<file path="src/rtl/seg_scan_pkg.sv">
// Shared constants, segment decoding and FSM state type for the scanned seven-segment display.
// Segment bit 0 is segment a and bit 6 is segment g; a 1 lights the segment.
package seg_scan_pkg;

    localparam logic [6:0] SEG_0     = 7'h3F;
    localparam logic [6:0] SEG_1     = 7'h06;
    localparam logic [6:0] SEG_2     = 7'h5B;
    localparam logic [6:0] SEG_3     = 7'h4F;
    localparam logic [6:0] SEG_4     = 7'h66;
    localparam logic [6:0] SEG_5     = 7'h6D;
    localparam logic [6:0] SEG_6     = 7'h7D;
    localparam logic [6:0] SEG_7     = 7'h07;
    localparam logic [6:0] SEG_8     = 7'h7F;
    localparam logic [6:0] SEG_9     = 7'h6F;
    localparam logic [6:0] SEG_DASH  = 7'h40;
    localparam logic [6:0] SEG_BLANK = 7'h00;

    typedef enum logic {
        ST_IDLE = 1'b0,
        ST_CONV = 1'b1
    } conv_state_t;

    function automatic logic [6:0] seg_of(input logic [3:0] digit);
        logic [6:0] seg;
        case (digit)
            4'd0:    seg = SEG_0;
            4'd1:    seg = SEG_1;
            4'd2:    seg = SEG_2;
            4'd3:    seg = SEG_3;
            4'd4:    seg = SEG_4;
            4'd5:    seg = SEG_5;
            4'd6:    seg = SEG_6;
            4'd7:    seg = SEG_7;
            4'd8:    seg = SEG_8;
            4'd9:    seg = SEG_9;
            default: seg = SEG_BLANK;
        endcase
        return seg;
    endfunction

    // Overflow limit 10^n; evaluated at elaboration time only.
    function automatic logic [63:0] pow10(input int n);
        logic [63:0] p;
        p = 64'd1;
        for (int i = 0; i < n; i++) begin
            p = p * 64'd10;
        end
        return p;
    endfunction

endpackage

</file>
<file path="src/rtl/seg_scan_display_if.sv">
// Load/status and display-pin bundle between the result source and the display controller.
interface seg_scan_display_if #(
    parameter int WIDTH  = 10,
    parameter int DIGITS = 3
);
    logic              load;
    logic [WIDTH-1:0]  bin;
    logic              busy;
    logic              done;
    logic              ovf;
    logic [6:0]        hex;
    logic [DIGITS-1:0] dsel;

    modport master (output load, bin, input busy, done, ovf, hex, dsel);
    modport slave  (input load, bin, output busy, done, ovf, hex, dsel);
endinterface

</file>
<file path="src/rtl/seg_scan_display_conv.sv">
// Iterative double-dabble binary-to-BCD converter, one input bit per clock.
// The result and captured overflow flag are presented on the final step (o_finish) for the caller to latch.
module bcd_seq_conv
    import seg_scan_pkg::*;
#(
    parameter int WIDTH  = 10,
    parameter int DIGITS = 3
) (
    input  logic                clk,
    input  logic                rst,
    input  logic                i_load,
    input  logic [WIDTH-1:0]    i_bin,
    output logic                o_busy,
    output logic                o_done,
    output logic                o_finish,
    output logic [4*DIGITS-1:0] o_bcd,
    output logic                o_ovf
);
    localparam int          BW    = 4 * DIGITS;
    localparam int          CW    = $clog2(WIDTH + 1);
    localparam logic [63:0] LIMIT = pow10(DIGITS);

    conv_state_t    r_state, w_state_next;
    logic [WIDTH-1:0] r_bin;
    logic [BW-1:0]  r_bcd;
    logic [CW-1:0]  r_cnt;
    logic           r_ovf;
    logic           r_done;
    logic           w_capture;
    logic           w_finish;
    logic [BW-1:0]  w_adj;
    logic [BW-1:0]  w_bcd_next;
    logic [WIDTH-1:0] w_bin_next;

    for (genvar gi = 0; gi < DIGITS; gi++) begin : g_adj
        assign w_adj[gi*4 +: 4] = (r_bcd[gi*4 +: 4] >= 4'd5) ? r_bcd[gi*4 +: 4] + 4'd3
                                                              : r_bcd[gi*4 +: 4];
    end

    assign w_bcd_next = {w_adj[BW-2:0], r_bin[WIDTH-1]};
    assign w_bin_next = r_bin << 1;

    always_ff @(posedge clk or posedge rst) begin
        if (rst) begin
            r_state <= ST_IDLE;
        end else begin
            r_state <= w_state_next;
        end
    end

    always_comb begin
        w_state_next = r_state;
        w_capture    = 1'b0;
        w_finish     = 1'b0;
        case (r_state)
            ST_IDLE: begin
                if (i_load) begin
                    w_capture    = 1'b1;
                    w_state_next = ST_CONV;
                end
            end
            ST_CONV: begin
                if (r_cnt == CW'(WIDTH - 1)) begin
                    w_finish     = 1'b1;
                    w_state_next = ST_IDLE;
                end
            end
            default: w_state_next = ST_IDLE;
        endcase
    end

    always_ff @(posedge clk or posedge rst) begin
        if (rst) begin
            r_bin  <= '0;
            r_bcd  <= '0;
            r_cnt  <= '0;
            r_ovf  <= 1'b0;
            r_done <= 1'b0;
        end else begin
            r_done <= w_finish;
            if (w_capture) begin
                r_bin <= i_bin;
                r_bcd <= '0;
                r_cnt <= '0;
                r_ovf <= (64'(i_bin) >= LIMIT);
            end else if (r_state == ST_CONV) begin
                r_bin <= w_bin_next;
                r_bcd <= w_bcd_next;
                r_cnt <= r_cnt + 1'b1;
            end
        end
    end

    assign o_busy   = (r_state == ST_CONV);
    assign o_done   = r_done;
    assign o_finish = w_finish;
    assign o_bcd    = w_bcd_next;
    assign o_ovf    = r_ovf;

endmodule

</file>
<file path="src/rtl/seg_scan_display.sv">
// Multi-digit scanned seven-segment controller: sequential BCD conversion, atomic display register, digit scan.
// Optional feature macro: LEADING_ZERO_BLANK_EN blanks zero digits above the most significant non-zero digit.
module seg_scan_display
    import seg_scan_pkg::*;
#(
    parameter int WIDTH    = 10,
    parameter int DIGITS   = 3,
    parameter int SCAN_DIV = 50000
) (
    input  logic clk,
    input  logic rst,
    seg_scan_display_if.slave bus
);
    localparam int BW = 4 * DIGITS;
    localparam int PW = (SCAN_DIV > 1) ? $clog2(SCAN_DIV) : 1;
    localparam int IW = (DIGITS > 1) ? $clog2(DIGITS) : 1;

    logic          w_busy, w_done, w_finish, w_ovf_cap;
    logic [BW-1:0] w_bcd_res;
    logic [BW-1:0] r_disp, w_disp_next;
    logic          r_ovf, w_ovf_next;
    logic [PW-1:0] r_pre;
    logic [IW-1:0] r_idx, w_idx_next;
    logic          w_wrap;
    logic [DIGITS-1:0] r_dsel;
    logic [6:0]    r_hex, w_hex_next;
    logic [DIGITS-1:0] w_blank;
    logic [6:0]    w_seg [DIGITS];

    bcd_seq_conv #(
        .WIDTH  (WIDTH),
        .DIGITS (DIGITS)
    ) u_conv (
        .clk      (clk),
        .rst      (rst),
        .i_load   (bus.load),
        .i_bin    (bus.bin),
        .o_busy   (w_busy),
        .o_done   (w_done),
        .o_finish (w_finish),
        .o_bcd    (w_bcd_res),
        .o_ovf    (w_ovf_cap)
    );

    // Segments are decoded from the next display state so hex tracks a new value on the edge it lands.
    assign w_disp_next = w_finish ? w_bcd_res : r_disp;
    assign w_ovf_next  = w_finish ? w_ovf_cap : r_ovf;

`ifdef LEADING_ZERO_BLANK_EN
    logic [DIGITS:0] w_zero_above;
    assign w_zero_above[DIGITS] = 1'b1;
`endif

    for (genvar gi = 0; gi < DIGITS; gi++) begin : g_seg
`ifdef LEADING_ZERO_BLANK_EN
        assign w_zero_above[gi] = (w_disp_next[gi*4 +: 4] == 4'd0) && w_zero_above[gi+1];
        assign w_blank[gi]      = (gi != 0) && w_zero_above[gi];
`else
        assign w_blank[gi]      = 1'b0;
`endif
        assign w_seg[gi] = w_ovf_next  ? SEG_DASH  :
                           w_blank[gi] ? SEG_BLANK : seg_of(w_disp_next[gi*4 +: 4]);
    end

    assign w_wrap     = (r_pre == PW'(SCAN_DIV - 1));
    assign w_idx_next = !w_wrap                   ? r_idx :
                        (r_idx == IW'(DIGITS - 1)) ? '0    : r_idx + 1'b1;

    always_comb begin
        w_hex_next = SEG_BLANK;
        for (int i = 0; i < DIGITS; i++) begin
            if (w_idx_next == IW'(i)) begin
                w_hex_next = w_seg[i];
            end
        end
    end

    always_ff @(posedge clk or posedge rst) begin
        if (rst) begin
            r_disp <= '0;
            r_ovf  <= 1'b0;
            r_pre  <= '0;
            r_idx  <= '0;
            r_dsel <= DIGITS'(1);
            r_hex  <= SEG_0;
        end else begin
            r_disp <= w_disp_next;
            r_ovf  <= w_ovf_next;
            r_pre  <= w_wrap ? '0 : r_pre + 1'b1;
            r_idx  <= w_idx_next;
            r_dsel <= DIGITS'(1) << w_idx_next;
            r_hex  <= w_hex_next;
        end
    end

    assign bus.busy = w_busy;
    assign bus.done = w_done;
    assign bus.ovf  = r_ovf;
    assign bus.hex  = r_hex;
    assign bus.dsel = r_dsel;

endmodule
</file>
<file path="src/flat_wrapper.sv">
// flat-port wrapper written by rule: the top's interface ports become plain ports
module seg_scan_display_flat import seg_scan_pkg::*;
#(
    parameter int WIDTH    = 10,
    parameter int DIGITS   = 3,
    parameter int SCAN_DIV = 50000
)
  (clk, rst, bus_load, bus_bin, bus_busy, bus_done, bus_ovf, bus_hex, bus_dsel);
  seg_scan_display_if #(.WIDTH(WIDTH), .DIGITS(DIGITS)) bus_i ();
  input  logic clk;
  input  logic rst;
  input wire logic [$bits(bus_i.load)-1:0] bus_load;
  input wire logic [$bits(bus_i.bin)-1:0] bus_bin;
  output wire logic [$bits(bus_i.busy)-1:0] bus_busy;
  output wire logic [$bits(bus_i.done)-1:0] bus_done;
  output wire logic [$bits(bus_i.ovf)-1:0] bus_ovf;
  output wire logic [$bits(bus_i.hex)-1:0] bus_hex;
  output wire logic [$bits(bus_i.dsel)-1:0] bus_dsel;
  assign bus_i.load = bus_load;
  assign bus_i.bin = bus_bin;
  assign bus_busy = bus_i.busy;
  assign bus_done = bus_i.done;
  assign bus_ovf = bus_i.ovf;
  assign bus_hex = bus_i.hex;
  assign bus_dsel = bus_i.dsel;
  seg_scan_display #(.WIDTH(WIDTH), .DIGITS(DIGITS), .SCAN_DIV(SCAN_DIV)) u_core (.clk(clk), .rst(rst), .bus(bus_i));
endmodule
</file>
<file path="config.mk">
export PLATFORM = sky130hd
export DESIGN_NAME = seg_scan_display_flat
export DESIGN_NICKNAME = d
export VERILOG_FILES = /design/src/rtl/seg_scan_pkg.sv /design/src/rtl/seg_scan_display_if.sv /design/src/rtl/seg_scan_display_conv.sv /design/src/rtl/seg_scan_display.sv /design/src/flat_wrapper.sv
export SDC_FILE = /design/constraint.sdc
export NUM_CORES = 1
export LEC_CHECK = 0
export ABC_CLOCK_PERIOD_IN_PS = 5100
export CAP_MARGIN = 20
export CORE_ASPECT_RATIO = 1.4
export CORE_UTILIZATION = 60
export CTS_BUF_LIST = sky130_fd_sc_hd__clkbuf_16
export CTS_CLUSTER_SIZE = 14
export DETAILED_ROUTE_END_ITERATION = 6
export PLACE_DENSITY = 0.92
export SLEW_MARGIN = 30
export SYNTH_ARGS = -nofsm -noshare
export SYNTH_HDL_FRONTEND = slang
export SYNTH_SLANG_ARGS = --single-unit
</file>
<file path="constraint.sdc">
create_clock -name clk -period 5.1 [get_ports clk]
set_input_delay 0.765 -clock clk [delete_from_list [all_inputs] [get_ports clk]]
set_output_delay 0.765 -clock clk [all_outputs]
set_load 0.05 [all_outputs]
</file>
## After elaboration in Yosys (flattened, before gate mapping)

Memories as Yosys holds them, arrays and structs flattened.
Cells that the tools add are included.

| operators by class | value |
|---|---|
| add/subtract/negate cells | 6 |
| magnitude comparators | 4 |
| equality and inequality tests | 5 |
| shift operators | 1 |
| muxes and demuxes | 26 |
| bitwise operators | 1 |
| reduce and logical (&&, ||, !) cells | 2 |

Operators with widths:

| operator | count |
|---|---|
| two-way mux 7 bit | 6 |
| two-way mux 12 bit | 3 |
| two-way mux 10 bit | 2 |
| adder 16 x 1 -> 16 bit, second input constant | 1 |
| equality test 16 bit, second input constant | 1 |
| two-way mux 16 bit | 1 |
| two-way mux 4 bit | 4 |
| greater-or-equal comparator 4 x 3 -> 1 bit, second input constant | 3 |
| greater-or-equal comparator 10 bit, second input constant | 1 |
| adder 4 x 2 -> 4 bit, second input constant | 2 |
| two-way mux 1 bit | 6 |
| adder 4 x 1 -> 4 bit, second input constant | 1 |
| equality test 2 bit, second input constant | 2 |
| equality test 4 bit, second input constant | 1 |
| two-way mux 2 bit | 2 |
| adder 3 x 2 -> 3 bit, second input constant | 1 |
| two-way mux 3 bit | 1 |
| left shift 1 x 2 -> 3 bit, first input constant | 1 |
| adder 2 x 1 -> 2 bit, second input constant | 1 |
| equality test 2 x 1 -> 1 bit, second input constant | 1 |
| zero test 2 bit | 1 |
| case mux 1 bit (2 select lines) | 1 |
| nonzero test 2 bit | 1 |
| NOT 1 bit | 1 |

| word-level totals | value |
|---|---|
| flip-flop bits (word level) | 70 |
| ROM bits | 336 |
| input bits | 13 |
| output and inout bits | 13 |
| memories kept | 3 |

Memories:

| memory | words | bits a word | read ports | clocked after memory_dff | wr ports | line | RTL |
|---|---|---|---|---|---|---|---|
| (name not given) | 16 | 7 | 1 | 0 | 0 | seg_scan_pkg.sv:25 | `case (digit)` |
| (name not given) | 16 | 7 | 1 | 0 | 0 | seg_scan_pkg.sv:25 |  |
| (name not given) | 16 | 7 | 1 | 0 | 0 | seg_scan_pkg.sv:25 |  |

## Depth between registers and ports, before layout

Gate-level depths: netlist of the first run.
An unclocked memory read counts as a cell.

| logic depth | value |
|---|---|
| depth after elaboration | 9 |
| gate-level depth with buffers | 16 |
| depth with buffers taken out | 14 |

## Hierarchy

From an unflattened synthesis of the first run, not the netlist that was laid out.

| second synthesis, totals | value |
|---|---|
| cell total of the unflattened synthesis | 409 |
| area total of the unflattened synthesis | 4090.2 um^2 |

Modules (own cells, without submodules):

| module | times used | cells each | area an instance (um^2) | sequential area each (um^2) |
|---|---|---|---|---|
| seg_scan_display | 1 | 226 | 2388.5 | 1034.7 |
| bcd_seq_conv | 1 | 183 | 1701.6 | 725.7 |

## Worst setup path before layout of the first run

OpenSTA, ideal clock, no wires.

| path | value |
|---|---|
| path kind | reg2reg |
| from | register u_core.u_conv.r_state (netlist: u_core.u_conv.o_busy) |
| to | register u_core.r_hex[3] (netlist: u_core.bus.hex[3]) |
| library setup time | 0.111 ns |
| arrival | 3.205 ns |
| path slack | 1.784 ns |
| stages on the path, launching flop included | 15 |
| buffers on the path | 4 |
| cells stage by stage | dfrtp_1 > clkbuf_1 > nand4b_1 > clkbuf_1 > clkbuf_1 > buf_1 > o21a_1 > inv_1 > ha_1 > nand2b_1 > a21oi_1 > a31o_2 > a2111oi_0 > o21ai_0 > o311ai_0 |

| on the way | value |
|---|---|
| elaborated cells between the ends (all ways) | 12 |

RTL lines:

| what | line | RTL |
|---|---|---|
| start, declared | seg_scan_display_conv.sv:23 | `conv_state_t r_state, w_state_next;` |
| start signal, assigned | seg_scan_display_conv.sv:47 | `r_state <= w_state_next;` |
| two-way mux 1 bit | seg_scan_display_conv.sv:55 | `case (r_state)` |
| two-way mux 12 bit | seg_scan_display.sv:46 | `assign w_disp_next = w_finish ? w_bcd_res : r_disp;` |
| via u_core.w_disp_next[8] | seg_scan_display.sv:20 | `logic [BW-1:0] r_disp, w_disp_next;` |
| memory read (16 x 7 bit) | -- |  |
| two-way mux 7 bit | seg_scan_display.sv:61 | `assign w_seg[gi] = w_ovf_next ? SEG_DASH :` |
| two-way mux 7 bit | seg_scan_display.sv:72 | `if (w_idx_next == IW'(i)) begin` |
| via u_core.w_hex_next[3] | seg_scan_display.sv:26 | `logic [6:0] r_hex, w_hex_next;` |
| end signal, assigned | seg_scan_display.sv:92 | `r_hex <= w_hex_next;` |
| end, declared | seg_scan_display.sv:26 |  |

The timed path passes the listed nets, and every way through them passes these cells.
A chain may end at the register's enable or synchronous reset.

## Worst setup path after layout of the first run

| path | value |
|---|---|
| from | register u_core.u_conv.r_state (netlist: u_core.u_conv.o_busy) |
| to | register u_core.r_hex[3] (netlist: u_core.bus.hex[3]) |

| on the way | value |
|---|---|
| cells in the longest elaborated chain, start to end | 7 |
| elaborated cells between the ends (all ways) | 12 |

Ends and longest elaborated chain:

| what | line |
|---|---|
| two-way mux 1 bit (*) | seg_scan_display_conv.sv:55 |
| two-way mux 12 bit | seg_scan_display.sv:46 |
| memory read (16 x 7 bit) | -- |
| two-way mux 7 bit | seg_scan_display.sv:61 |
| two-way mux 7 bit (2 in series) | seg_scan_display.sv:72 |
| two-way mux 7 bit (*) | seg_scan_display.sv:72 |
| via u_core.w_hex_next[3] | seg_scan_display.sv:26 |

The timed path passes the listed nets; every way through them passes the cells marked *.

==> Implementation_results.wiki, run 1 <==
{| class="wikitable"
! Metric !! Value
|-
| F_max || 287.4 MHz
|-
| Post-Route Skew || 11.01 ps
|-
| Largest cells by area after synthesis || sky130_fd_sc_hd__dfrtp_1, sky130_fd_sc_hd__ha_1, sky130_fd_sc_hd__nand2_1, sky130_fd_sc_hd__o21ai_0, sky130_fd_sc_hd__dfstp_2
|-
| Beginning of the worst register-to-register path || u_core.u_conv.o_busy
|-
| Standard cell core area || 6569 sq um
|-
| CTS tree || done
|-
| Number of clock buffers inserted by TritonCTS || 9
|-
| Worst setup margin || 1621 ps
|-
| Detailed placement HPWL || 6549 microns
|-
| Overall fraction of global-route tracks in use || 29.90%
|-
| Run status || finished, final reports clean
|-
| Starting DRT DRC Count || 273
|-
| Unrepaired setup endpoints after global routing || false
|-
| Worst Path Required || 5330 ps
|-
| Post-route clock period utilization || 68.22%
|-
| Number of levels in the clock H-tree || 3
|-
| Crit path time final || 3479 ps
|-
| Via count of the first global-routing pass || 3493
|-
| Final nets || 497
|-
| Arithmetic-cell share of the synthesized area counting full adders, half adders and majority gates || 7.680%
|-
| Detail-routed net length per standard cell || 18.09 microns
|-
| Vias after detailed routing || 3503
|-
| Wire length of the first global-routing pass || 16290 microns
|-
| Share of the synthesized netlist area taken by xor and xnor gates || 3.656%
|-
| Gp weighted congestion || 0.9232
|-
| Most frequent cells in the layout || sky130_fd_sc_hd__dfrtp_1, sky130_fd_sc_hd__nand2_1, sky130_fd_sc_hd__o21ai_0, sky130_fd_sc_hd__nor2_1, sky130_fd_sc_hd__inv_1
|-
| Hold Buf Count CTS || 0
|-
| Max-slew headroom at the worst pin || 36.68%
|-
| Ys async rst share || 100.0%
|-
| Termination of the worst setup path || u_core.bus.hex[3]
|-
| Endpoint of the worst-slack reg-to-reg timing path || u_core.bus.hex[3]
|-
| Register area || 1762 sq um
|-
| Share of the synthesized area in the top cell type || 38.71%
|-
| Biggest area consumer among synthesized cells || sky130_fd_sc_hd__dfrtp_1
|-
| Final wirelength || 9731 microns
|-
| Number of warnings reported in the yosys synthesis log || 0
|-
| Buffer count from post-CTS setup fixing || 0
|-
| Maximum buffer depth of the clock tree || 2
|-
| Port Buf Inserts || 25
|-
| Antenna Nets Post-Route || 0
|-
| Worst hold path type || reg2reg
|-
| Die Footprint || 7126 sq um
|-
| Minimum hold slack || 482.1 ps
|-
| Number of enable flip-flop cells after synthesis || 0
|-
| Starting density of the core || 62.00%
|-
| Post-synthesis register bit count || 70
|-
| Number of setup violations in the final report || 0
|-
| Final hold violations || 0
|-
| Number of max-slew violations in the final report || 0
|-
| Number of placement rows || 35
|-
| Layout cell share with drive strength beyond 1 || 8.836%
|-
| Die Y-Extent || 99.48 microns
|-
| Worst skew pair latency || 340 ps
|-
| Pre-CTS setup slack || 1581 ps
|-
| Arrival time reported for the critical path endpoint || 3710 ps
|-
| Total of fill cells in the finished design || 438
|-
| Setup crit end kind || register
|-
| Prevailing post-synth register cell || sky130_fd_sc_hd__dfrtp_1
|-
| Most common library cell in the layout ignoring fill and taps || sky130_fd_sc_hd__dfrtp_1
|-
| Actual transition at the worst max-transition pin || 941.9 ps
|-
| Ports placed on the boundary || 26
|-
| Final standard cell utilization of the core || 71.01%
|-
| Antenna Cells || 0
|-
| Static Leakage || 0.002107 uW
|-
| Clk slew on worst S/H paths || 60 ps
|-
| Register-to-register path setup slack || 1620 ps
|-
| Synth-to-layout area growth || 14.53%
|-
| Average via count per standard cell || 6.511
|-
| Area of the mapped netlist || 4073 sq um
|-
| Detailed-routing iteration count for the pre-antenna-repair pass || 5
|-
| Average instance area after synthesis || 9.341 sq um
|-
| PostCTS Resize Cnt || 0
|-
| Worst vdd rail ir drop || 0.3934 mV
|-
| Post-synthesis sequential area ratio || 43.23%
|-
| Unique masters post-synth || 63
|-
| Share of the synthesized area in compound gates (AO/OA/AOI/OAI) || 20.40%
|-
| Syn Nets || 474
|-
| Kind of start point of the critical path || register
|-
| Residual DRC count || 0
|-
| Number of instances in the synthesized netlist || 436
|-
| Register-to-Register Path Depth || 12
|-
| Area of the multi-input gates || 2151 sq um
|-
| Main combinational cell family by area after synthesis || compound AO/OA/AOI/OAI gates
|-
| Share of synthesized cell area in and, or, nand and nor gates || 17.14%
|-
| Largest net degree at the start of global routing || 44
|-
| Clock Root Buffer || sky130_fd_sc_hd__clkbuf_16
|-
| Cell area power density || 627.7 nW/um^2
|-
| Die Span X || 71.63 microns
|-
| Clock tree sinks || 70
|-
| Worst Setup SP || u_core.u_conv.o_busy
|-
| Critical path class || reg2reg
|-
| Maxcap violations || 0
|-
| Overall overflow remaining after global route || 0
|-
| Antenna violations before repair || 0
|-
| Final sum of negative setup slack || 0 ps
|-
| Multiplexer area fraction after synthesis || 3.810%
|-
| CP max FO || 37
|}
-- sequential cells by signal, summed over array words and instances (netlist names) --
signal                count
u_core.r_pre             16
u_core.r_disp            12
u_core.u_conv.r_bcd      12
u_core.u_conv.r_bin      10
u_core.bus.hex            7
u_core.u_conv.r_cnt       4
u_core.bus.dsel           3
u_core.r_idx              2
u_core.bus.ovf            1
u_core.u_conv.o_busy      1
u_core.u_conv.o_done      1
u_core.u_conv.o_ovf       1
-- logic make-up (layout without fill, tap and decap cells) --
family / count (synthesis) / after routing
AO/OA/AOI/OAI: 124 / 124
XOR/XNOR: 17 / 17
adder cells (fa/ha/maj): 25 / 25
buffers and inverters: 44 / 72
flip-flops: 70 / 70
multiplexers: 15 / 15
AND/OR/NAND/NOR: 141 / 141
-- cell usage after synthesis (2+ instances only) --
cell type and instances:
sky130_fd_sc_hd__nor2b_1 2, sky130_fd_sc_hd__a2111oi_0 2, sky130_fd_sc_hd__nand3b_1 2, sky130_fd_sc_hd__o21ai_0 39, sky130_fd_sc_hd__nor3b_1 2, sky130_fd_sc_hd__nor2_1 27
sky130_fd_sc_hd__inv_1 28, sky130_fd_sc_hd__nand2b_1 7, sky130_fd_sc_hd__o211a_1 2, sky130_fd_sc_hd__xor2_1 7, sky130_fd_sc_hd__a21o_1 3, sky130_fd_sc_hd__o21a_1 6
sky130_fd_sc_hd__a21oi_1 15, sky130_fd_sc_hd__a31o_2 5, sky130_fd_sc_hd__a2bb2oi_1 3, sky130_fd_sc_hd__ha_1 25, sky130_fd_sc_hd__o41ai_1 2, sky130_fd_sc_hd__o22ai_1 5
sky130_fd_sc_hd__a211oi_1 8, sky130_fd_sc_hd__nand3_1 10, sky130_fd_sc_hd__a22oi_1 2, sky130_fd_sc_hd__a211o_1 2, sky130_fd_sc_hd__o31ai_1 6, sky130_fd_sc_hd__o311ai_0 3
sky130_fd_sc_hd__dfrtp_1 63, sky130_fd_sc_hd__xnor2_1 10, sky130_fd_sc_hd__mux2i_1 14, sky130_fd_sc_hd__or4bb_1 2, sky130_fd_sc_hd__nor3_1 10, sky130_fd_sc_hd__a31oi_1 3
sky130_fd_sc_hd__buf_1 3, sky130_fd_sc_hd__o221ai_1 4, sky130_fd_sc_hd__nand2_1 54, sky130_fd_sc_hd__clkbuf_1 11, sky130_fd_sc_hd__o211ai_1 4, sky130_fd_sc_hd__and2_1 7
sky130_fd_sc_hd__dfstp_2 7, sky130_fd_sc_hd__nand4_1 6
-- cell type report --
cell class / instances / area share (%)
Multi-Input combinational cell: 322 / 46.11
Sequential cell: 70 / 37.77
Timing Repair Buffer: 27 / 5.579
Clock buffer: 9 / 4.828
Inverter: 29 / 2.334
Tap cell: 74 / 1.985
Clock inverter: 7 / 1.395
-- worst min path at each step --
stage                      startpoint                     end  slack, ps  depth (start not counted)
2_1_floorplan  u_core.u_conv.r_cnt[3]  u_core.u_conv.r_cnt[3]        450                          1
4_1_cts        u_core.u_conv.r_bin[6]  u_core.u_conv.r_bin[7]        490                          2
3_5_place_dp   u_core.u_conv.r_bin[8]  u_core.u_conv.r_bin[9]        480                          2
5_1_grt        u_core.u_conv.r_bin[6]  u_core.u_conv.r_bin[7]        510                          2
3_3_place_gp   u_core.u_conv.r_bin[5]  u_core.u_conv.r_bin[6]        470                          2
6_report       u_core.u_conv.r_bin[6]  u_core.u_conv.r_bin[7]        480                          2
-- per-layer routing --
layer  GRT usage, %  up-vias  wire, microns
li1               -     1611              -
met1          34.32     1673           3721
met2          48.91      158           5019
met3          7.497       61            447
met4          19.91        0            542
met5              0        -              0
-- metrics by stage --
step | instances | total power, uW | area, sq um
after CTS | 538 | 2885 | 4663
after global placement | 522 | 2191 | 4373
after floorplan | 436 | 1903 | 4073
after global routing | 538 | 3111 | 4664
after detailed placement | 522 | 2248 | 4373
final | 538 | 2928 | 4664
-- critical path, cell delays in order (launching register included) --
cell and delay [ps]:
sky130_fd_sc_hd__dfrtp_2 720, sky130_fd_sc_hd__nand4b_1 160, sky130_fd_sc_hd__buf_4 270, sky130_fd_sc_hd__inv_1 430
sky130_fd_sc_hd__nand2_1 90, sky130_fd_sc_hd__and2_1 200, sky130_fd_sc_hd__ha_1 230, sky130_fd_sc_hd__nand2b_1 90
sky130_fd_sc_hd__a21oi_1 60, sky130_fd_sc_hd__a31o_2 230, sky130_fd_sc_hd__a2111oi_0 550, sky130_fd_sc_hd__o21ai_0 190
sky130_fd_sc_hd__o311ai_0 130
-- report_power, final --
group	switching, uW	internal [uW]	total [uW]
Clock	233	373	607
Sequential	176	742	919
Combinational	867	535	1400
Total	1280	1650	2930
Power figures use the tool's default switching activity.
==> run 2: changes to the inputs <==
ABC_CLOCK_PERIOD_IN_PS = 3090   (was 5100)
CORE_UTILIZATION = 54   (was 60)
PLACE_DENSITY = 0.88   (was 0.92)
clock period = 3.09 ns   (was 5.1 ns; I/O delays follow)
==> run 2 against run 1 <==
Critical endpoint unchanged. Largest cell class unchanged. Largest power group unchanged. First-iteration DRC count shrank 45%. Clock skew rose by 0.59 ps. Worst hold slack got worse by 4.1 ps.
==> Implementation_results.wiki, run 2 (synthesized netlist as in run 1, its figures left out) <==
{| class="wikitable"
! Metric !! Value
|-
| Gp weighted congestion || 0.9113 (-1.3%)
|-
| Max-slew headroom at the worst pin || 40.96% (+4.3 points)
|-
| Register area || 1762 sq um (unchanged)
|-
| Number of max-slew violations in the final report || 0 (unchanged)
|-
| Cell count of the worst hold path || 2 (unchanged)
|-
| Final nets || 508 (+2.2%)
|-
| Beginning of the worst register-to-register path || u_core.u_conv.r_bcd[8]
|-
| Clk slew on worst S/H paths || 60 ps (about the same)
|-
| Largest net degree at the start of global routing || 44 (unchanged)
|-
| Worst skew pair latency || 340 ps (about the same)
|-
| Via count of the first global-routing pass || 3578 (+2.4%)
|-
| Worst Hold End || u_core.u_conv.r_bin[1]
|-
| Max reg flops || 16 (unchanged)
|-
| Die Y-Extent || 104.8 microns (+5.3%)
|-
| Static Leakage || 0.002196 uW (+4.2%)
|-
| CP max FO || 5 (-86%)
|-
| Actual transition at the worst max-transition pin || 880.3 ps (-61.64 ps)
|-
| Regs by FF count || u_core.r_pre x16, u_core.r_disp x12, u_core.u_conv.r_bcd x12
|-
| Most frequent cells in the layout || sky130_fd_sc_hd__dfrtp_1, sky130_fd_sc_hd__nand2_1, sky130_fd_sc_hd__o21ai_0, sky130_fd_sc_hd__nor2_1, sky130_fd_sc_hd__inv_1
|-
| Antenna violations before repair || 0 (unchanged)
|-
| Worst hold path type || reg2reg
|-
| Endpoint of the worst-slack reg-to-reg timing path || u_core.bus.hex[3]
|-
| Residual DRC count || 0 (unchanged)
|-
| Post-Route Skew || 11.60 ps (+0.5934 ps)
|-
| Die Footprint || 7898 sq um (+11%)
|-
| Overall overflow remaining after global route || 0 (unchanged)
|-
| Setup crit end kind || register
|-
| Hold Buf Count CTS || 0 (unchanged)
|-
| Cell area power density || 1037 nW/um^2 (+65%)
|-
| Vias after detailed routing || 3445 (-1.7%)
|-
| Run status || finished, final reports clean
|-
| Arrival time reported for the critical path endpoint || 3180 ps (-530 ps)
|-
| Standard cell core area || 7315 sq um (+11%)
|-
| Clock tree sinks || 70 (unchanged)
|-
| Number of setup violations in the final report || 0 (unchanged)
|-
| Maxcap violations || 0 (unchanged)
|-
| Final hold violations || 0 (unchanged)
|-
| Layout cell share with drive strength beyond 1 || 11.37% (+2.5 points)
|-
| Post-route clock period utilization || 96.12% (+28 points)
|-
| Starting density of the core || 55.68% (-6.3 points)
|-
| Die Span X || 75.40 microns (+5.3%)
|-
| Starting DRT DRC Count || 150 (-45%)
|-
| CTS tree || done
|-
| Register-to-Register Path Depth || 14 (+2)
|-
| Number of levels in the clock H-tree || 3 (unchanged)
|-
| F_max || 336.7 MHz (+17%)
|-
| Minimum hold slack || 478.0 ps (-4.081 ps)
|-
| Total of fill cells in the finished design || 597 (+36%)
|-
| Port Buf Inserts || 25 (unchanged)
|-
| Antenna Cells || 0 (unchanged)
|-
| Synth-to-layout area growth || 18.77%
|-
| Wire length of the first global-routing pass || 16250 microns (-0.25%)
|-
| Crit path time final || 2970 ps (-509.3 ps)
|-
| Ports placed on the boundary || 26 (unchanged)
|-
| Detailed-routing iteration count for the pre-antenna-repair pass || 5 (unchanged)
|-
| Overall fraction of global-route tracks in use || 27.21% (-2.7 points)
|-
| Number of placement rows || 37 (+5.7%)
|-
| Final sum of negative setup slack || 0 ps (unchanged)
|-
| Antenna Nets Post-Route || 0 (unchanged)
|-
| Most common library cell in the layout ignoring fill and taps || sky130_fd_sc_hd__dfrtp_1
|-
| Detail-routed net length per standard cell || 16.58 microns (-8.4%)
|-
| Final wirelength || 9481 microns (-2.6%)
|-
| Kind of start point of the critical path || register
|-
| Worst vdd rail ir drop || 0.5868 mV (+49%)
|-
| Register-to-register path setup slack || 120 ps (-1500 ps)
|-
| Maximum buffer depth of the clock tree || 2 (unchanged)
|-
| Average via count per standard cell || 6.023 (-7.5%)
|-
| Clock Root Buffer || sky130_fd_sc_hd__clkbuf_16
|-
| Area of the multi-input gates || 2171 sq um (+0.93%)
|-
| Critical path class || reg2reg
|-
| Detailed placement HPWL || 6794 microns (+3.7%)
|-
| Worst Path Required || 3300 ps (-2030 ps)
|-
| Critical hold path startpoint || u_core.u_conv.r_bin[0]
|-
| Most flops, register || u_core.r_pre
|-
| Number of clock buffers inserted by TritonCTS || 9 (unchanged)
|}
## run 2: changes by cell type in the layout (fill, tap and decap cells not counted), sizes merged
cell,before,now
buf,3,13
bufinv,1,2
clkdlybuf4s50,24,25
clkinv,4,5
clkinvlp,3,1
## run 2: worst max-delay path by stage
stage                      startpoint           endpoint  slack, ps  cells after the start
6_report       u_core.u_conv.r_bcd[8]  u_core.bus.hex[3]        120                     14
5_1_grt        u_core.u_conv.r_bcd[8]  u_core.bus.hex[3]        -10                     14
4_1_cts        u_core.u_conv.r_bcd[8]  u_core.bus.hex[3]         50                     14
3_5_place_dp   u_core.u_conv.r_bcd[8]  u_core.bus.hex[3]        100                     14
3_3_place_gp         u_core.r_pre[11]  u_core.bus.hex[6]        310                      6
2_1_floorplan    u_core.u_conv.o_busy  u_core.bus.hex[3]          4                     15
## run 2: what timing repair did
action,4_1_cts,5_1_grt
endpoints found under the setup margin,1,1
pin swaps,0,1
setup buffers,0,1
resized for setup,1,4
cloned,0,0
## run 2: layout make-up
| cell class | instances | area share [%] |
|---|---|---|
| clock buffer | 9 | 4.656 |
| sequential | 70 | 36.42 |
| inverter | 29 | 2.250 |
| tap | 97 | 2.509 |
| timing repair buffer | 38 | 7.450 |
| multi-input combinational | 322 | 44.88 |
| clock inverter | 7 | 1.837 |
## run 2: through the flow
| stage | utilization (%) | area [sq um] | power [uW] | instances | setup slack (ps) |
|---|---|---|---|---|---|
| 2_1_floorplan | - | 4076 | 3143 | 436 | 4.104 |
| 3_3_place_gp | 61.39 | 4491 | 3690 | 555 | 309.9 |
| 3_5_place_dp | 61.39 | 4491 | 3802 | 555 | 102.8 |
| 4_1_cts | 65.70 | 4806 | 4922 | 571 | 47.48 |
| 5_1_grt | 66.13 | 4837 | 5328 | 572 | -14.00 |
| 6_report | 66.13 | 4837 | 5017 | 572 | 119.9 |
## run 2: report_power, final
| part | switching [uW] | internal [uW] | leakage [uW] |
|---|---|---|---|
| combinational | 1490 | 969 | 0.00116 |
| sequential | 252 | 1230 | 0.000887 |
| clock | 382 | 700 | 0.000150 |
| total | 2120 | 2890 | 0.00220 |
## run 2: routing by layer
layer	share of wire (%)	vias to the layer above	wire [microns]	global-route usage (%)
li1	-	1632	-	-
met4	4.1	0	388	15.48
met1	39	1689	3728	30.86
met2	53	93	5059	45.60
met5	0	-	0	0
met3	3.2	31	305	5.979
## run 2: worst max-delay path, cell delays in order, from the launching register on
cell	delay, ps
sky130_fd_sc_hd__dfrtp_1	450
sky130_fd_sc_hd__inv_1	120
sky130_fd_sc_hd__ha_1	190
sky130_fd_sc_hd__nand2b_1	130
sky130_fd_sc_hd__a21oi_2	230
sky130_fd_sc_hd__xnor2_2	170
sky130_fd_sc_hd__nand2_1	80
sky130_fd_sc_hd__and2_1	190
sky130_fd_sc_hd__ha_1	230
sky130_fd_sc_hd__nand2b_1	90
sky130_fd_sc_hd__a21oi_1	60
sky130_fd_sc_hd__a31o_2	220
sky130_fd_sc_hd__a2111oi_2	390
sky130_fd_sc_hd__o21ai_0	140
sky130_fd_sc_hd__o311ai_0	140
==> run 3: changes to the inputs <==
PLACE_DENSITY = 0.85   (was 0.88)
==> run 3 against run 2 <==
Die area did not move. Maximum frequency up 0.42%. Global-route usage increased by 1.8 points. Sequential power about the same. Core utilization rose by 0.80 points. Clock-buffer cell count stayed put. Via count increased by 2.3%. Combinational power hardly changed. Setup slack better by 12 ps. Design area grew 1.2%. Total power grew 4.3%. Critical path type unchanged.
==> Implementation_results.wiki, run 3 (synthesized netlist as in run 1, its figures left out) <==
{| class="wikitable"
! Metric !! Value
|-
| Starting DRT DRC Count || 192 (+28%)
|-
| Synth-to-layout area growth || 20.22%
|-
| Net Sw Frac || 41.18% (-1.1 points)
|-
| Minimum hold slack || 443.0 ps (-34.99 ps)
|-
| Antenna Nets Post-Route || 0 (unchanged)
|-
| Die Footprint || 7898 sq um (unchanged)
|-
| Maxcap violations || 0 (unchanged)
|-
| Total of fill cells in the finished design || 576 (-3.5%)
|-
| Overall overflow remaining after global route || 0 (unchanged)
|-
| Cell area power density || 1068 nW/um^2 (+3.0%)
|-
| Detailed placement HPWL || 7097 microns (+4.5%)
|-
| Final cell count without fillers || 575 (+0.52%)
|-
| Layout cell share with drive strength beyond 1 || 12.13% (+0.77 points)
|-
| Worst Path Required || 3330 ps (+30 ps)
|-
| Sequential share of power || 28.3% (-1.2 points)
|-
| Most frequent cells in the layout || sky130_fd_sc_hd__dfrtp_1, sky130_fd_sc_hd__nand2_1, sky130_fd_sc_hd__o21ai_0, sky130_fd_sc_hd__inv_1, sky130_fd_sc_hd__nor2_1
|-
| Vias after detailed routing || 3524 (+2.3%)
|-
| Clock power frac || 24.2% (+2.6 points)
|-
| Final wirelength || 10160 microns (+7.2%)
|-
| Worst skew pair latency || 340 ps (about the same)
|-
| CTS tree || done
|-
| Post-route clock period utilization || 95.72% (-0.40 points)
|-
| Static Leakage || 0.002232 uW (+1.6%)
|-
| Run status || finished, final reports clean
|-
| Most flops, register || u_core.r_pre
|-
| Internal portion of total power || 3076 uW (+6.3%)
|-
| Final hold violations || 0 (unchanged)
|-
| Overall fraction of global-route tracks in use || 29.01% (+1.8 points)
|-
| Clk slew on worst S/H paths || 60 ps (about the same)
|-
| CP max FO || 5 (unchanged)
|-
| Worst vdd rail ir drop || 0.5903 mV (+0.61%)
|-
| Largest net degree at the start of global routing || 37 (-16%)
|-
| Number of placement rows || 37 (unchanged)
|-
| Ports placed on the boundary || 26 (unchanged)
|-
| Hold Buf Count CTS || 0 (unchanged)
|-
| Residual DRC count || 0 (unchanged)
|-
| Starting density of the core || 55.68% (unchanged)
|-
| Number of max-slew violations in the final report || 0 (unchanged)
|-
| Final nets || 511 (+0.59%)
|-
| Standard cell core area || 7315 sq um (unchanged)
|-
| Maximum buffer depth of the clock tree || 2 (unchanged)
|-
| Antenna Cells || 0 (unchanged)
|-
| Kind of start point of the critical path || register
|-
| F_max || 338.1 MHz (+0.42%)
|-
| Beginning of the worst register-to-register path || u_core.u_conv.r_bcd[8]
|-
| Max reg flops || 16 (unchanged)
|-
| Worst Setup SP || u_core.u_conv.r_bcd[8]
|-
| Die Span X || 75.40 microns (unchanged)
|-
| Number of setup violations in the final report || 0 (unchanged)
|-
| Via count of the first global-routing pass || 3635 (+1.6%)
|-
| Setup crit end kind || register
|-
| Antenna violations before repair || 0 (unchanged)
|-
| Worst hold path type || in2async
|-
| Combinational share of power || 47.5% (-1.5 points)
|-
| Regs by FF count || u_core.r_pre x16, u_core.r_disp x12, u_core.u_conv.r_bcd x12
|-
| Critical path class || reg2reg
|-
| Port Buf Inserts || 25 (unchanged)
|-
| Detail-routed net length per standard cell || 17.67 microns (+6.6%)
|-
| Number of levels in the clock H-tree || 3 (unchanged)
|-
| Average via count per standard cell || 6.129 (+1.8%)
|-
| Max-slew headroom at the worst pin || 45.96% (+5.0 points)
|-
| Switching pwr || 2154 uW (+1.5%)
|-
| Crit path time final || 2958 ps (-12.33 ps)
|-
| Actual transition at the worst max-transition pin || 805.7 ps (-74.60 ps)
|-
| Post-Route Skew || 9.615 ps (-1.989 ps)
|-
| Arrival time reported for the critical path endpoint || 3200 ps (+20 ps)
|-
| Die Y-Extent || 104.8 microns (unchanged)
|-
| Placed cell count || 557 (+0.36%)
|-
| Clock tree sinks || 70 (unchanged)
|-
| Detailed-routing iteration count for the pre-antenna-repair pass || 5 (unchanged)
|-
| Clock Root Buffer || sky130_fd_sc_hd__clkbuf_16
|-
| Gp weighted congestion || 0.9333 (+2.4%)
|-
| Most common library cell in the layout ignoring fill and taps || sky130_fd_sc_hd__dfrtp_1
|-
| Number of clock buffers inserted by TritonCTS || 9 (unchanged)
|-
| Wire length of the first global-routing pass || 17060 microns (+5.0%)
|}
[run 3: cell types whose count changed in the layout (fill, tap and decap cells not counted)]
cell | previous run | this run
sky130_fd_sc_hd__buf_12 | 1 | 0
sky130_fd_sc_hd__buf_4 | 12 | 16
sky130_fd_sc_hd__bufinv_16 | 2 | 4
sky130_fd_sc_hd__clkinv_1 | 3 | 1
sky130_fd_sc_hd__clkinvlp_4 | 1 | 0
sky130_fd_sc_hd__inv_1 | 27 | 28
sky130_fd_sc_hd__o311ai_0 | 3 | 2
sky130_fd_sc_hd__o311ai_2 | 0 | 1
sky130_fd_sc_hd__xnor2_1 | 8 | 9
sky130_fd_sc_hd__xnor2_2 | 2 | 1
[run 3: per-stage QoR]
stage	power, uW	utilization, %	setup TNS [ps]	worst slack [ps]	instance area [sq um]
after floorplan	3143	-	0	4.104	4076
after global placement	3724	61.43	0	191.5	4493
after detailed placement	3816	61.43	0	71.76	4493
after CTS	5155	66.47	0	46.32	4862
after global routing	5552	66.93	-17.31	-17.31	4896
final	5230	66.93	0	132.2	4896
[run 3: layout make-up]
cell class | instances | area [sq um] | area share (%)
Clock buffer | 9 | 225.2 | 4.600
Clock inverter | 7 | 137.6 | 2.811
Inverter | 29 | 108.9 | 2.223
Multi-Input combinational cell | 322 | 2171 | 44.34
Sequential cell | 70 | 1762 | 35.98
Tap cell | 97 | 121.4 | 2.479
Timing Repair Buffer | 41 | 370.4 | 7.565
[run 3: routing by layer]
layer / vias to the layer above / routed length [microns] / GRT usage [%] / share of wire (%)
li1: 1645 / - / - / -
met1: 1724 / 3825 / 32.35 / 38
met2: 104 / 5376 / 48.02 / 53
met3: 51 / 387 / 6.557 / 3.8
met4: 0 / 570 / 18.65 / 5.6
met5: - / 0 / 0 / 0
[run 3: power by group through the flow]
| stage | Clock (uW) | Sequential [uW] | Combinational [uW] |
|---|---|---|---|
| after CTS | 1270 | 1470 | 2420 |
| final | 1270 | 1480 | 2480 |
| after global routing | 1310 | 1520 | 2720 |
| after detailed placement | 0 | 1480 | 2340 |
| after floorplan | 0 | 1600 | 1550 |
| after global placement | 0 | 1460 | 2260 |
[run 3: repair_timing]
action	CTS	global route
setup endpoints to repair	1	5
buffers inserted	0	2
pin swaps	0	1
gates resized for setup	2	4
[run 3: critical path, stage by stage, from the launching register on]
cell                        delay, ps
sky130_fd_sc_hd__dfrtp_1          450
sky130_fd_sc_hd__inv_1            110
sky130_fd_sc_hd__ha_1             220
sky130_fd_sc_hd__nand2b_1         130
sky130_fd_sc_hd__a21oi_2          230
sky130_fd_sc_hd__xnor2_2          170
sky130_fd_sc_hd__nand2_1           80
sky130_fd_sc_hd__and2_1           190
sky130_fd_sc_hd__ha_1             220
sky130_fd_sc_hd__nand2b_1          80
sky130_fd_sc_hd__a21oi_1           60
sky130_fd_sc_hd__a31o_2           220
sky130_fd_sc_hd__a2111oi_2        360
sky130_fd_sc_hd__o21ai_0          210
sky130_fd_sc_hd__o311ai_2         130
[run 3: worst paths after layout]
kind	end	slack, ps	cells after the start
worst max-delay path	u_core.bus.hex[3]	130	14
worst min-delay path	u_core.r_disp[10]	440	2
worst max register to register	u_core.bus.hex[3]	130	14
worst min register to register	u_core.u_conv.r_bin[8]	480	2
max in group asynchronous	u_core.bus.hex[1]	1850	3
min in group clk	u_core.u_conv.r_bin[8]	480	2
==> patch 1: new RTL, flow settings as in run 2 <==
Make the reset (`rst`) synchronous in 3 clocked blocks.
--- a/src/rtl/seg_scan_display_conv.sv
+++ b/src/rtl/seg_scan_display_conv.sv
@@ -42,3 +42,3 @@
 
-    always_ff @(posedge clk or posedge rst) begin
+    always_ff @(posedge clk) begin
         if (rst) begin
@@ -71,3 +71,3 @@
 
-    always_ff @(posedge clk or posedge rst) begin
+    always_ff @(posedge clk) begin
         if (rst) begin
--- a/src/rtl/seg_scan_display.sv
+++ b/src/rtl/seg_scan_display.sv
@@ -77,3 +77,3 @@
 
-    always_ff @(posedge clk or posedge rst) begin
+    always_ff @(posedge clk) begin
         if (rst) begin
Check against the original RTL: differs if rst is asserted again (counterexample within 4 cycles, from zero or initial values and one cycle with rst high); with rst held inactive, the same outputs for 10 cycles.
==> patch 1 against run 2 <==
Sequential cell count is the same; critical path depth is 3 lower; largest cell class unchanged; design area up 0.34%; synthesized area rose by 1.5%; critical path type unchanged; wire length is 8.6% higher; via count grew 10%; highest routed layer unchanged; worst setup slack improved by 0.051 ns.
Power is not compared: it rests on default switching activity, and its combinational part moved more than twofold at a synthesized area within 25%.
==> patch 1: results (changes against run 2) <==
synth cell count leaders - nor2_1 (88), dfxtp_1 (70), a21oi_1 (39)
met3 wire length - 423 µm (+39%)
highest routed layer - met4
outcome - completed
number of max-cap violations - 0 (unchanged)
# placed instances - 608 (+9.5%)
nets - 562 (+11%)
DRT met1 WL - 4000 µm (+7.2%)
vias in the first global route - 3613 (+0.98%)
drt pass-1 iters - 6 (+1)
CP Data Arrival Time - 3.13 ns (-0.05 ns)
cell taking the most area after synthesis - dfxtp_1
first-pass GRT wire length - 17000 µm (+4.7%)
port buffer count - 25 (unchanged)
YS warnings - 0 (unchanged)
Max transition margin - 0.510 (+0.100)
Worst Setup Slack, final - 0.171 ns (+0.0510 ns)
GPL Wtd Cong - 1.04 (+14%)
R2R setup slack - 0.17 ns (+0.05 ns)
hold slack - 0.488 ns (+0.0100 ns)
Worst Path Max Fanout - 7 (+2)
largest net degree at the start of global routing - 32 (-27%)
antenna violations before repair - 0 (unchanged)
Yosys cell types - 64 (+1.6%)
top cells by area, synth - dfxtp_1 (34%), nor2_1 (8.0%), ha_1 (7.9%)
async set-reset flop share out of synthesis - 0 (-1.00)
Iteration-0 DRC Markers - 282 (+88%)
fraction of layout cells with a size suffix above 1 - 0.0985 (-0.0152)
clk slew on worst S/H paths - 0.06 ns (about the same)
post-route insts no fill - 625 (+9.3%)
Syn Nets - 536 (+13%)
Syn Inst Count - 497 (+14%)
gr usage total - 0.265 (-0.00676)
Detailed Route WL - 10300 µm (+8.6%)
Hold Path Class - reg2reg
worst slack, placed - 0.207 ns (+0.104 ns)
CTS buffer count - 9 (unchanged)
clk_lat worst skew - 0.34 ns (about the same)
Layout Skew - 0.00612 ns (-0.00548 ns)
HPWL after DPL - 7260 µm (+6.9%)
Met2 Routed Length - 5370 µm (+6.0%)
sequential element share of the synthesized area - 0.339 (-0.0933)
Pleak - 2.00 nW
via-per-instance ratio - 6.08 (+1.0%)
[patch 1: cell count changes after synthesis, moves of 18 or more]
cell,delta
dfxtp_1,+70
dfrtp_1,-63
nor2_1,+61
nand2_1,-27
a21oi_1,+24
o21ai_0,-18
[patch 1: metal layers]
| metal | up-vias | global-route usage |
|---|---|---|
| met5 | - | 0 |
| met4 | 0 | 0.174 |
| met3 | 44 | 0.0398 |
| met2 | 135 | 0.486 |
| met1 | 1807 | 0.279 |
| li1 | 1816 | - |
[patch 1: final timing paths]
kind                           from                end  cells after the start
max reg2reg  u_core.u_conv.r_bcd[8]  u_core.bus.hex[4]                     11
min                 u_core.r_pre[0]    u_core.r_pre[0]                      1
min reg2reg         u_core.r_pre[0]    u_core.r_pre[0]                      1
max          u_core.u_conv.r_bcd[8]  u_core.bus.hex[4]                     11
[patch 1: area by class of cell]
type	instances	area (µm²)
fill	554	2510
timing repair buffer	39	355
multi-input combinational	381	2560
clock inverter	7	106
tap	97	121
clock buffer	9	225
sequential	70	1400
inverter	22	82.6
[patch 1: logic make-up (layout without fill, tap and decap cells)]
logic type	count (synthesis)	after routing	synth area share
AOI/OAI and AO/OA	120	120	0.197
xor gates and xnor gates	21	21	0.0445
muxes	30	30	0.0729
DFF	70	70	0.339
and+or+nand+nor	184	184	0.222
buffers and inverters	46	77	0.0454
adders and majority gates	26	26	0.0787
[patch 1: power by group]
group	total (mW)	switching, mW	leakage, nW	internal (mW)
clock network	1.14	0.424	0.162	0.719
registers	0.945	0.0237	0.568	0.922
logic	0.152	0.0868	1.27	0.0650
total	2.24	0.535	2.00	1.71
[patch 1: per-stage QoR]
stage	area (µm²)	total power, mW
after floorplan	4140	1.07
after global placement	4500	1.10
after detailed placement	4500	1.11
after CTS	4830	2.25
after global routing	4850	2.30
final	4850	2.24
[patch 1: critical path, cell delays in order (launching register included)]
cell,delay [ns]
dfxtp_1,0.46
inv_1,0.07
ha_1,0.25
nand2b_1,0.12
a21oi_1,0.09
xnor2_1,0.26
mux2i_1,0.19
ha_1,0.25
o311a_1,0.36
o211ai_2,0.07
a211oi_1,0.13
or4b_1,0.52
[patch 1: timing repair]
action	CTS	global route
endpoints found under the setup margin	0	2
setup buffers	0	1
hold buffers	0	0
resized for setup	0	3
==> patch 2: new RTL, config.mk and constraints of run 2 <==
Made on the original files. Build with the macro `LEADING_ZERO_BLANK_EN` defined.
--- a/src/rtl/seg_scan_display.sv
+++ b/src/rtl/seg_scan_display.sv
@@ -2,2 +2,4 @@
 // Optional feature macro: LEADING_ZERO_BLANK_EN blanks zero digits above the most significant non-zero digit.
+`define LEADING_ZERO_BLANK_EN
+
 module seg_scan_display
Check against the original RTL: same outputs for any inputs over 10 cycles, from zero or initial values and one cycle with rst high; that may be too few to reach the edited logic, so the function may still have changed.
==> patch 2 against run 2 <==
Worst setup slack improved by 0.12 ns; wire length decreased by 0.16%; utilization decreased by 1.8 points; count of clock-buffer cells in the layout unchanged; design area increased by 3.0%; power increased by 2.5%; synthesized area increased by 6.2%; sequential cell count unchanged; largest power group unchanged; highest routed layer unchanged.
==> patch 2: results (changes against run 2) <==
Compound-Gate Fraction of Synth Area - 0.214 (+0.0104)
Pleak - 2.21 nW (+0.53%)
mux cell area share after synthesis - 0.0422 (+0.00415)
HPWL after DPL - 6720 µm (-1.0%)
R2R setup slack - 0.24 ns (+0.12 ns)
Syn Nets - 501 (+5.7%)
top cells by area, synth - dfrtp_1 (36%), ha_1 (6.7%), nand2_1 (5.2%)
outcome - completed
XOR/XNOR Fraction of Synth Area - 0.0284 (-0.00820)
via-per-instance ratio - 6.01 (-0.29%)
grt met1 use - 0.291 (-0.0173)
sequential element share of the synthesized area - 0.407 (-0.0251)
fraction of layout cells with a size suffix above 1 - 0.112 (-0.00167)
min cycle time layout - 2.85 ns (-0.121 ns)
post-route insts no fill - 591 (+3.3%)
synth cell count leaders - dfrtp_1 (63), nand2_1 (60), o21ai_0 (36)
GPL Wtd Cong - 0.917 (+0.66%)
# placed instances - 575 (+3.6%)
Worst Path Max Fanout - 6 (+1)
gr usage total - 0.246 (-0.0259)
largest net degree at the start of global routing - 38 (-14%)
worst slack, placed - 0.278 ns (+0.175 ns)
vias in the first global route - 3426 (-4.2%)
Iteration-0 DRC Markers - 255 (+70%)
first-pass GRT wire length - 16000 µm (-1.3%)
met2 Track Usage GR - 0.425 (-0.0312)
placed inst area - 0.00466 mm² (+3.7%)
CP Data Arrival Time - 3.11 ns (-0.07 ns)
[patch 2: cell types whose count changed after synthesis, sizes merged, moves of 4 or more]
cell,run 2,this run
buf,3,16
o21ai,39,43
a31oi,3,8
nand2,54,60
nor2,27,35
clkbuf,12,6
and2,9,5
[patch 2: cell families (layout without fill, tap and decap cells)]
kind of cell,after synthesis,count (layout)
and+or+nand+nor,160,160
AOI/OAI and AO/OA,129,129
DFF,70,70
buffers and inverters,52,78
adders and majority gates,23,23
muxes,17,17
xor gates and xnor gates,14,14
[patch 2: per-layer routing]
layer  up-vias  wire length, µm
li1       1710                -
met1      1721             3990
met2        99             4890
met3        19              330
met4         0              255
met5         -                0
[patch 2: worst paths after layout]
| check | start | to | depth (start not counted) |
|---|---|---|---|
| setup / recovery | u_core.u_conv.r_bcd[0] | u_core.bus.hex[5] | 11 |
| hold / removal | u_core.r_pre[0] | u_core.r_pre[0] | 1 |
| max in group asynchronous | rst | u_core.u_conv.r_bcd[0] | 3 |
| hold reg to reg | u_core.r_pre[0] | u_core.r_pre[0] | 1 |
| setup reg to reg | u_core.u_conv.r_bcd[0] | u_core.bus.hex[5] | 11 |
| min in group asynchronous | rst | u_core.bus.dsel[2] | 2 |
[patch 2: power breakdown]
part / internal [mW] / leakage, nW / total (mW) / switching, mW
logic: 0.982 / 1.17 / 2.54 / 1.56
registers: 1.21 / 0.886 / 1.48 / 0.268
clock network: 0.709 / 0.154 / 1.12 / 0.411
[patch 2: final cells by class]
type	count	area, µm²
Clock inverter	7	97.6
Tap cell	100	125
Sequential cell	70	1760
Multi-Input combinational cell	343	2350
Clock buffer	9	225
Fill cell	606	2770
Timing Repair Buffer	32	315
Inverter	30	113
[patch 2: worst max-delay path, delay by kind of cell, from the launching register on]
| kind | cells | cell delay [ns] |
|---|---|---|
| AO/OA/AOI/OAI | 4 | 0.80 |
| adder cells (fa/ha/maj) | 2 | 0.52 |
| buffers and inverters | 2 | 0.22 |
| flip-flops | 1 | 0.44 |
| AND/OR/NAND/NOR | 3 | 0.80 |
[patch 2: repair_timing]
action	CTS	global route
resized for setup	0	1
setup buffers	0	0
endpoints found under the setup margin	0	1
